$ cat config.mk
export PLATFORM = sky130hd
export DESIGN_NAME = load_store_unit_flat
export DESIGN_NICKNAME = d
export VERILOG_FILES = /design/src/rtl/load_store_unit_if.sv /design/src/rtl/load_store_unit.sv /design/src/flat_wrapper.sv
export SDC_FILE = /design/constraint.sdc
export NUM_CORES = 1
export LEC_CHECK = 0
export BUFFER_PORTS_ARGS = -buffer_cell sky130_fd_sc_hd__buf_2
export CORE_ASPECT_RATIO = 0.6
export CORE_MARGIN = 3
export CORE_UTILIZATION = 45
export CTS_CLUSTER_SIZE = 40
export DETAILED_ROUTE_END_ITERATION = 10
export PLACE_DENSITY = 0.8
export SETUP_SLACK_MARGIN = 0.3
export SLEW_MARGIN = 0
export SYNTH_ARGS = -nofsm -noshare
export SYNTH_HDL_FRONTEND = slang
export SYNTH_SLANG_ARGS = --single-unit
$ cat constraint.sdc
create_clock -name clk -period 2.03 [get_ports clk]
set_input_delay 0.609 -clock clk [delete_from_list [all_inputs] [get_ports clk]]
set_output_delay 0.609 -clock clk [all_outputs]
set_load 0.01 [all_outputs]
$ cat src/rtl/load_store_unit_if.sv
// load_store_unit_if: core-side request/response and RAM-side req/gnt/rvalid
// signals of the load/store unit, bundled as one bus.
//   slave  : the load/store unit itself
//   master : the environment (core driving requests, RAM answering them)
interface load_store_unit_if;
  // core side
  logic        req_valid;
  logic        req_we;
  logic [2:0]  req_funct3;
  logic [31:0] req_addr;
  logic [31:0] req_wdata;
  logic        stall;
  logic        rsp_valid;
  logic [31:0] rsp_rdata;
  logic        err;
  // RAM side
  logic        mem_req;
  logic        mem_we;
  logic [31:0] mem_addr;
  logic [31:0] mem_wdata;
  logic [3:0]  mem_be;
  logic        mem_gnt;
  logic        mem_rvalid;
  logic [31:0] mem_rdata;

  modport slave (
    input  req_valid, req_we, req_funct3, req_addr, req_wdata,
    output stall, rsp_valid, rsp_rdata, err,
    output mem_req, mem_we, mem_addr, mem_wdata, mem_be,
    input  mem_gnt, mem_rvalid, mem_rdata
  );

  modport master (
    output req_valid, req_we, req_funct3, req_addr, req_wdata,
    input  stall, rsp_valid, rsp_rdata, err,
    input  mem_req, mem_we, mem_addr, mem_wdata, mem_be,
    output mem_gnt, mem_rvalid, mem_rdata
  );
endinterface

$ cat src/rtl/load_store_unit.sv
// load_store_unit: turns one RV32I load/store from a single-cycle core into one
// req/gnt/rvalid transaction on a word-wide RAM. Builds byte enables and
// lane-replicated store data, extracts and extends load data, stalls the core
// until completion and flags illegal funct3 and timed-out accesses.
// Optional feature macro: MISALIGN_TRAP_EN -- when defined, misaligned
// halfword/word accesses are rejected with err instead of being silently
// aligned down to the access width.
module load_store_unit #(
  parameter int unsigned TIMEOUT = 64  // REQ+WAIT cycles before abort, 2..255
) (
  input  logic             clk,
  input  logic             reset,      // synchronous, active low
  load_store_unit_if.slave bus
);
  typedef enum logic [1:0] {S_IDLE, S_REQ, S_WAIT, S_DONE} state_t;

  // last timer value still allowed to wait; reaching it aborts the access
  localparam logic [7:0] TMO_LAST = 8'(TIMEOUT - 1);

  state_t      r_state, w_state_nxt;
  logic [7:0]  r_timer;
  logic [31:0] r_addr, r_wdata, r_rdata;
  logic [2:0]  r_funct3;
  logic        r_we, r_err;

  logic        w_illegal, w_misalign, w_reject;
  logic        w_tmo_hit, w_ld_done, w_timeout;
  logic [3:0]  w_be;
  logic [31:0] w_wdata, w_ext;
  logic [7:0]  w_byte;
  logic [15:0] w_half;

  // loads reject 011/110/111, stores reject everything from 011 up
  assign w_illegal = bus.req_we ? (bus.req_funct3[2] | (bus.req_funct3[1:0] == 2'b11))
                                : ((bus.req_funct3[1:0] == 2'b11) | (bus.req_funct3 == 3'b110));

`ifdef MISALIGN_TRAP_EN
  assign w_misalign = ((bus.req_funct3[1:0] == 2'b01) & bus.req_addr[0]) |
                      ((bus.req_funct3[1:0] == 2'b10) & (bus.req_addr[1:0] != 2'b00));
`else
  // low address bits below the access width are simply dropped
  assign w_misalign = 1'b0;
`endif

  assign w_reject  = w_illegal | w_misalign;
  assign w_tmo_hit = (r_timer >= TMO_LAST);

  // byte enables and replicated store data; funct3[1:0] is the access size
  always_comb begin
    w_be    = 4'b1111;
    w_wdata = r_wdata;
    case (r_funct3[1:0])
      2'b00: begin
        w_be    = 4'b0001 << r_addr[1:0];
        w_wdata = {4{r_wdata[7:0]}};
      end
      2'b01: begin
        w_be    = 4'b0011 << {r_addr[1], 1'b0};
        w_wdata = {2{r_wdata[15:0]}};
      end
      default: ;
    endcase
  end

  // pick the addressed lane from the raw RAM word and extend it
  always_comb begin
    w_byte = bus.mem_rdata[7:0];
    case (r_addr[1:0])
      2'd1:    w_byte = bus.mem_rdata[15:8];
      2'd2:    w_byte = bus.mem_rdata[23:16];
      2'd3:    w_byte = bus.mem_rdata[31:24];
      default: ;
    endcase
    w_half = r_addr[1] ? bus.mem_rdata[31:16] : bus.mem_rdata[15:0];
    w_ext  = bus.mem_rdata;
    case (r_funct3)
      3'b000:  w_ext = {{24{w_byte[7]}}, w_byte};
      3'b100:  w_ext = {24'h0, w_byte};
      3'b001:  w_ext = {{16{w_half[15]}}, w_half};
      3'b101:  w_ext = {16'h0, w_half};
      default: ;
    endcase
  end

  // next state; gnt/rvalid only matter in REQ/WAIT so stale responses drop
  always_comb begin
    w_state_nxt = r_state;
    w_ld_done   = 1'b0;
    w_timeout   = 1'b0;
    case (r_state)
      S_IDLE: if (bus.req_valid) w_state_nxt = w_reject ? S_DONE : S_REQ;
      S_REQ: begin
        if (bus.mem_gnt) begin
          if (r_we) begin
            w_state_nxt = S_DONE;
          end else if (bus.mem_rvalid) begin
            w_state_nxt = S_DONE;
            w_ld_done   = 1'b1;
          end else begin
            w_state_nxt = S_WAIT;
          end
        end else if (w_tmo_hit) begin
          w_state_nxt = S_DONE;
          w_timeout   = 1'b1;
        end
      end
      S_WAIT: begin
        if (bus.mem_rvalid) begin
          w_state_nxt = S_DONE;
          w_ld_done   = 1'b1;
        end else if (w_tmo_hit) begin
          w_state_nxt = S_DONE;
          w_timeout   = 1'b1;
        end
      end
      default: w_state_nxt = S_IDLE;
    endcase
  end

  // state register
  always_ff @(posedge clk) begin
    if (!reset) r_state <= S_IDLE;
    else        r_state <= w_state_nxt;
  end

  // request capture, response data/error and the REQ+WAIT timer
  always_ff @(posedge clk) begin
    if (!reset) begin
      r_timer  <= '0;
      r_addr   <= '0;
      r_wdata  <= '0;
      r_funct3 <= '0;
      r_we     <= 1'b0;
      r_rdata  <= '0;
      r_err    <= 1'b0;
    end else begin
      if (r_state == S_IDLE)                             r_timer <= '0;
      else if ((r_state == S_REQ) || (r_state == S_WAIT)) r_timer <= r_timer + 8'd1;

      if ((r_state == S_IDLE) && bus.req_valid) begin
        r_addr   <= bus.req_addr;
        r_wdata  <= bus.req_wdata;
        r_funct3 <= bus.req_funct3;
        r_we     <= bus.req_we;
        r_rdata  <= '0;
        r_err    <= w_reject;
      end
      if (w_ld_done) r_rdata <= w_ext;
      if (w_timeout) r_err   <= 1'b1;
    end
  end

  // outputs are decoded from state so everything reads 0 right after reset
  assign bus.stall     = ((r_state == S_IDLE) & bus.req_valid) | (r_state == S_REQ) | (r_state == S_WAIT);
  assign bus.rsp_valid = (r_state == S_DONE);
  assign bus.rsp_rdata = (r_state == S_DONE) ? r_rdata : '0;
  assign bus.err       = (r_state == S_DONE) & r_err;
  assign bus.mem_req   = (r_state == S_REQ);
  assign bus.mem_we    = (r_state == S_REQ) & r_we;
  assign bus.mem_addr  = (r_state == S_REQ) ? {r_addr[31:2], 2'b00} : '0;
  assign bus.mem_be    = (r_state == S_REQ) ? w_be : '0;
  assign bus.mem_wdata = ((r_state == S_REQ) && r_we) ? w_wdata : '0;
endmodule

$ cat src/flat_wrapper.sv
// flat-port wrapper written by rule: the top's interface ports become plain ports
module load_store_unit_flat 
#(
  parameter int unsigned TIMEOUT = 64                                         
)
  (clk, reset, bus_req_valid, bus_req_we, bus_req_funct3, bus_req_addr, bus_req_wdata, bus_stall, bus_rsp_valid, bus_rsp_rdata, bus_err, bus_mem_req, bus_mem_we, bus_mem_addr, bus_mem_wdata, bus_mem_be, bus_mem_gnt, bus_mem_rvalid, bus_mem_rdata);
  load_store_unit_if bus_i ();
  input  logic clk;
  input  logic reset;
  input wire logic [$bits(bus_i.req_valid)-1:0] bus_req_valid;
  input wire logic [$bits(bus_i.req_we)-1:0] bus_req_we;
  input wire logic [$bits(bus_i.req_funct3)-1:0] bus_req_funct3;
  input wire logic [$bits(bus_i.req_addr)-1:0] bus_req_addr;
  input wire logic [$bits(bus_i.req_wdata)-1:0] bus_req_wdata;
  output wire logic [$bits(bus_i.stall)-1:0] bus_stall;
  output wire logic [$bits(bus_i.rsp_valid)-1:0] bus_rsp_valid;
  output wire logic [$bits(bus_i.rsp_rdata)-1:0] bus_rsp_rdata;
  output wire logic [$bits(bus_i.err)-1:0] bus_err;
  output wire logic [$bits(bus_i.mem_req)-1:0] bus_mem_req;
  output wire logic [$bits(bus_i.mem_we)-1:0] bus_mem_we;
  output wire logic [$bits(bus_i.mem_addr)-1:0] bus_mem_addr;
  output wire logic [$bits(bus_i.mem_wdata)-1:0] bus_mem_wdata;
  output wire logic [$bits(bus_i.mem_be)-1:0] bus_mem_be;
  input wire logic [$bits(bus_i.mem_gnt)-1:0] bus_mem_gnt;
  input wire logic [$bits(bus_i.mem_rvalid)-1:0] bus_mem_rvalid;
  input wire logic [$bits(bus_i.mem_rdata)-1:0] bus_mem_rdata;
  assign bus_i.req_valid = bus_req_valid;
  assign bus_i.req_we = bus_req_we;
  assign bus_i.req_funct3 = bus_req_funct3;
  assign bus_i.req_addr = bus_req_addr;
  assign bus_i.req_wdata = bus_req_wdata;
  assign bus_stall = bus_i.stall;
  assign bus_rsp_valid = bus_i.rsp_valid;
  assign bus_rsp_rdata = bus_i.rsp_rdata;
  assign bus_err = bus_i.err;
  assign bus_mem_req = bus_i.mem_req;
  assign bus_mem_we = bus_i.mem_we;
  assign bus_mem_addr = bus_i.mem_addr;
  assign bus_mem_wdata = bus_i.mem_wdata;
  assign bus_mem_be = bus_i.mem_be;
  assign bus_i.mem_gnt = bus_mem_gnt;
  assign bus_i.mem_rvalid = bus_mem_rvalid;
  assign bus_i.mem_rdata = bus_mem_rdata;
  load_store_unit #(.TIMEOUT(TIMEOUT)) u_core (.clk(clk), .reset(reset), .bus(bus_i));
endmodule
Yosys cells after proc, flatten, opt, wreduce, memory -nomap -nowiden
Cells that the tools add are included.
{ "totals": {"regBits": 111, "out_inout_bits": 105, "word_cells": 72} }
{ "classes": {"n_addsub": 1, "magnitude_cmp": 1, "eq_ne": 13, "n_shift": 2, "mux": 30, "n_bitwise": 8, "n_reduce_logical": 9} }
{ "ops": {"columns": ["cell", "n"], "rows": [
  ["$mux W32", 5],
  ["$pmux W32 S4", 1],
  ["$pmux W32 S2", 1],
  ["$pmux W8 S3", 1],
  ["$mux W16", 1],
  ["$mux W2", 6],
  ["$eq A2 B2 Y1 const B", 5],
  ["$mux W1", 10],
  ["$eq A3 B3 Y1 const B", 3],
  ["$add A8 B1 Y8 const B", 1],
  ["$ge A8 B6 Y1 const B", 1],
  ["$pmux W4 S2", 1],
  ["$eq A2 B1 Y1 const B", 3],
  ["$pmux W2 S3", 1],
  ["$logic_not A2 Y1", 2],
  ["$mux W4", 1],
  ["$or A1 B1 Y1", 4],
  ["$pmux W1 S2", 2],
  ["$reduce_bool A2 Y1", 2],
  ["$shl A1 B2 Y4 const A", 1],
  ["$shl A2 B2 Y4 const A", 1],
  ["$and A1 B1 Y1", 3],
  ["$eq A3 B1 Y1 const B", 1],
  ["$logic_not A3 Y1", 1],
  ["other kinds (5)", 6]
]} }

Longest topological paths before layout
{ "depth": {"word_depth": 6, "mapped_depth": 8, "mapped_depth_nobuf": 6} }

Worst setup path after synthesis
OpenSTA, ideal clock, no wires.
{ "synth_path": {"path_kind": "register -> output", "startpoint": "register u_core.r_funct3[1]", "endpoint": "output port bus_mem_wdata[25]", "arrival_time_ps": 1396, "t_required_ps": 1421, "path_slack_ps": 25, "path_stages_with_launch": 6, "path_cell_list": "dfxtp_1 -> clkbuf_1 -> buf_2 -> buf_1 -> a21oi_1 -> nor2_1"} }
{ "synth_via": {"elab_chain_len": 3} }
{ "synth_lines": {"columns": ["element", "line_no", "text"], "rows": [
  ["from (decl)", "load_store_unit.sv:23", "logic [2:0] r_funct3;"],
  ["from (signal assigned)", "load_store_unit.sv:143", "r_funct3 <= bus.req_funct3;"],
  ["$eq A2 B1 Y1 or $logic_not A2 Y1 (tied branches)", "load_store_unit.sv:52", "case (r_funct3[1:0])"],
  ["$pmux W32 S2 (*)", "load_store_unit.sv:52", null],
  ["$mux W32 (*)", "load_store_unit.sv:162", "assign bus.mem_wdata = ((r_state == S_REQ) && r_we) ? w_wdata : '0;"],
  ["to (decl)", "flat_wrapper.sv:22", "output wire logic [$bits(bus_i.mem_wdata)-1:0] bus_mem_wdata;"]
]} }
Every way passes the cells marked *; elsewhere a longest branch is shown, timed or not.

Worst setup path in the final report
{ "layout_path": {"startpoint": "register u_core.r_state[1]", "endpoint": "output port bus_mem_wdata[13]"} }
{ "layout_via": {"elab_chain_len": 3} }
{ "layout_lines": {"columns": ["element", "line_no", "text"], "rows": [
  ["from (decl)", "load_store_unit.sv:20", "state_t r_state, w_state_nxt;"],
  ["from (signal assigned)", "load_store_unit.sv:123", "else r_state <= w_state_nxt;"],
  ["$eq A2 B1 Y1", "load_store_unit.sv:162", null],
  ["$logic_and A1 B1 Y1", "load_store_unit.sv:162", null],
  ["$mux W32", "load_store_unit.sv:162", null]
]} }
Every way passes these cells.

==> impl_results.md <==
* Reg2Reg Depth at 9
* Worst-path clk slew at around 0.080 ns
* Syn avg cell area at between 7 and 8 um^2
* Cell taking the most area after synthesis: dfxtp_1
* Setup crit start: u_core.r_state[1]
* Mapped cell area at ~5600 um^2
* Area grow syn2layout at 49.1%
* DP Wirelength at 12.1 mm
* R2R setup slack at roughly 0.1 ns
* Final Skew at approximately 0.0061 ns
* Post-route setup slack at -0.131 ns
* Post-Syn Instances at between 700 and 800
* Placer Congestion at approximately 0.96
* Die area at approximately 14000 um^2
* Share of layout cells above drive strength 1 at 0.424
* CTS tree: done
* Residual DRC count at 0
* Final period utilization at 1.06
* Hold depth at 2
* Aggregate global-route resource usage at 0.249
* Vias per inst at 5.40
* Starting Density at 0.476
* Register bit count reported by yosys at between 100 and 150
* WP data required at 1.42 ns
* CP max-delay cell: dfxtp_4
* Synth cell count leaders: nand2_1 (160), dfxtp_1 (111), a21oi_1 (100), and2_1 (64), nor2_1 (47)
* CTS Buf Count at 9
* Top delay family on crit path: buffers and inverters
* Root Driver: clkbuf_16
* DR pass1 iterations at 5
* P_leak at about 0.0036 uW
* H-tree levels at 3
* Critical path buffers and inverters at 4
* HP Class: register to register
* Maximum clock path buffer count at 2
* Num ports at 210
* Clock sink total at between 100 and 150
* Nets at slightly above 1000
* Final Max Tran Viols at 0
* Top cell type's share of synthesized area at 0.400
* Pwr Density at 1000 nW/um^2
* WL final at between 15 and 20 mm
* Largest net degree at the start of global routing at 47
* Vias at about 6000
* Max IR drop VDD at approximately 0.00056 V
* Async SR Flop Fraction at 0
* Time the worst path needs with I/O delays and setup at approximately 2.2 ns
* R2r startpoint: u_core.r_state[1]
* Max incr delay on CP at around 0.36 ns
* Seq/Total Area, Yosys at 0.400
* Max_cap viols at 0
* Status: finished, violations left
* # port buffers at just over 200
* Worst setup EP type: output pin
* CP arrival at 1.55 ns
* CP Cell Sequence: inv_4 -> ha_4 -> buf_6 -> nand2_8 -> buf_16 -> a21oi_4 -> buf_6
* Worst hold endpoint: u_core.r_addr[17]
* Fin. Hold Viols at 0
* Startpoint Class: register
* CP most frequent cell: buf_6
* Rows at 30
* Ranking of synthesized cells by area: dfxtp_1 (40%), nand2_1 (11%), a21oi_1 (9.0%), and2_1 (7.2%), mux2i_1 (4.3%)
* Clk Latency, worst-skew pair at between 0.3 and 0.4 ns
* YS warnings at 0
* Worst Path Max Fanout at 6
* Post-synth EDFFs at 0
* Initial antenna violation count at 0
* Library cells used by synthesis at 48
* Routed len/inst at around 17 um
* Max Freq at approximately 460 MHz
* Setup violators final at around 100
* Most common cell in the synthesized netlist: nand2_1
* Dpl cell area at 6920 um^2
* Remaining antenna violation count at 0
* Total grt overflow at 0
* Die Height at around 92 um
* Worst Path Class, Setup: register to output pin
* First-pass GRT wire length at between 20 and 30 mm
* Worst hold start: u_core.r_addr[17]
* # diodes at 0
* Final Util at 0.710
* Ys flop type: dfxtp_1
* R2R Path End: u_core.r_rdata[23]
* Number of global-route vias before repair at about 5300
* Core Footprint at roughly 12000 um^2
* DP Worst Slack at just over 0.04 ns
* RSZ-0062 raised after global routing: true
* Violated checks: setup timing
* Cell area after layout at a little over 8000 um^2
* Detailed router's first-iteration violation count at about 420
* Chip width at roughly 150 um
## metal layers
layer  vias up  track usage  wire length [um]
li1       2822            -                 -
met2       263        0.388              8290
met4         0       0.0381               238
met3        22       0.0514              1530
met1      2755        0.361              8230
met5         -            0                 0
## report_power, final
| group | total (uW) | switching [uW] | leakage, uW | internal (uW) |
|---|---|---|---|---|
| Combinational | 3830 | 2050 | 0.00253 | 1790 |
| Clock | 1640 | 807 | 0.000128 | 836 |
| Sequential | 2830 | 292 | 0.000907 | 2540 |
## how the worst max path moves through the flow
stage | endpoint | slack [ns] | depth (start not counted)
2_1_floorplan | bus_mem_wdata[13] | 0.23 | 5
3_3_place_gp | u_core.r_rdata[23] | 0.09 | 5
3_5_place_dp | u_core.r_rdata[20] | 0.04 | 5
4_1_cts | bus_mem_wdata[25] | -0.11 | 7
5_1_grt | bus_mem_wdata[15] | -0.19 | 7
6_report | bus_mem_wdata[13] | -0.13 | 7
## cells by family after synthesis
family,synth area share
adders and majority gates,0.0113
xor gates and xnor gates,0.00945
AOI/OAI and AO/OA,0.189
DFF,0.400
muxes,0.0810
other,0.000674
and+or+nand+nor,0.260
buffers and inverters,0.0491
## registers in the layout (all words and copies together), names as in the netlist
name             flops
u_core.r_we          1
u_core.r_err         1
u_core.r_timer       8
u_core.r_rdata      32
u_core.r_wdata      32
u_core.r_addr       32
u_core.r_state       2
u_core.r_funct3      3
## layout by cell type, fill, tap and decap left out, types with 15 or more instances in the layout
master    netlist  layout
buf_6           2      37
buf_4           2      19
mux2i_1        24      20
a22o_1         15      15
nand2b_1       18      18
a21oi_1       100      79
buf_2           5     183
a21oi_2         0      15
nor2_1         47      27
nand2_1       160     158
dfxtp_1       111     107
and2_1         64      56
## worst reg2reg max path: cells and delay by family, from the launching register on
kind	cells	cell delay, ns
AND/OR/NAND/NOR	1	0.21
adder cells (fa/ha/maj)	1	0.17
buffers and inverters	4	0.48
flip-flops	1	0.38
AO/OA/AOI/OAI	3	0.59
## through the flow
stage          total power, uW  instances  setup TNS [ns]  hold slack (ns)
3_5_place_dp              5510       1042               0            0.439
2_1_floorplan             4580        702               0            0.424
3_3_place_gp              5460       1042               0            0.438
4_1_cts                   7940       1080           -7.90            0.454
6_report                  8310       1085           -7.59            0.452
5_1_grt                   8770       1085          -13.41            0.464
## cell type report
type | instances | area [um^2]
Clock inverter | 6 | 46.3
Multi-Input combinational cell | 526 | 3520
Fill cell | 915 | 3380
Timing Repair Buffer | 263 | 2020
Tap cell | 160 | 200
Inverter | 10 | 46.3
Clock buffer | 9 | 225
Sequential cell | 111 | 2230
## timing repair
| action | in CTS | in global routing |
|---|---|---|
| pin swaps | 12 | 15 |
| gates resized for setup | 97 | 61 |
| gates cloned | 7 | 3 |
| buffers inserted | 16 | 2 |
| hold buffers | 0 | 0 |
| setup endpoints to repair | 136 | 165 |
(Power assumes the default switching activity.)
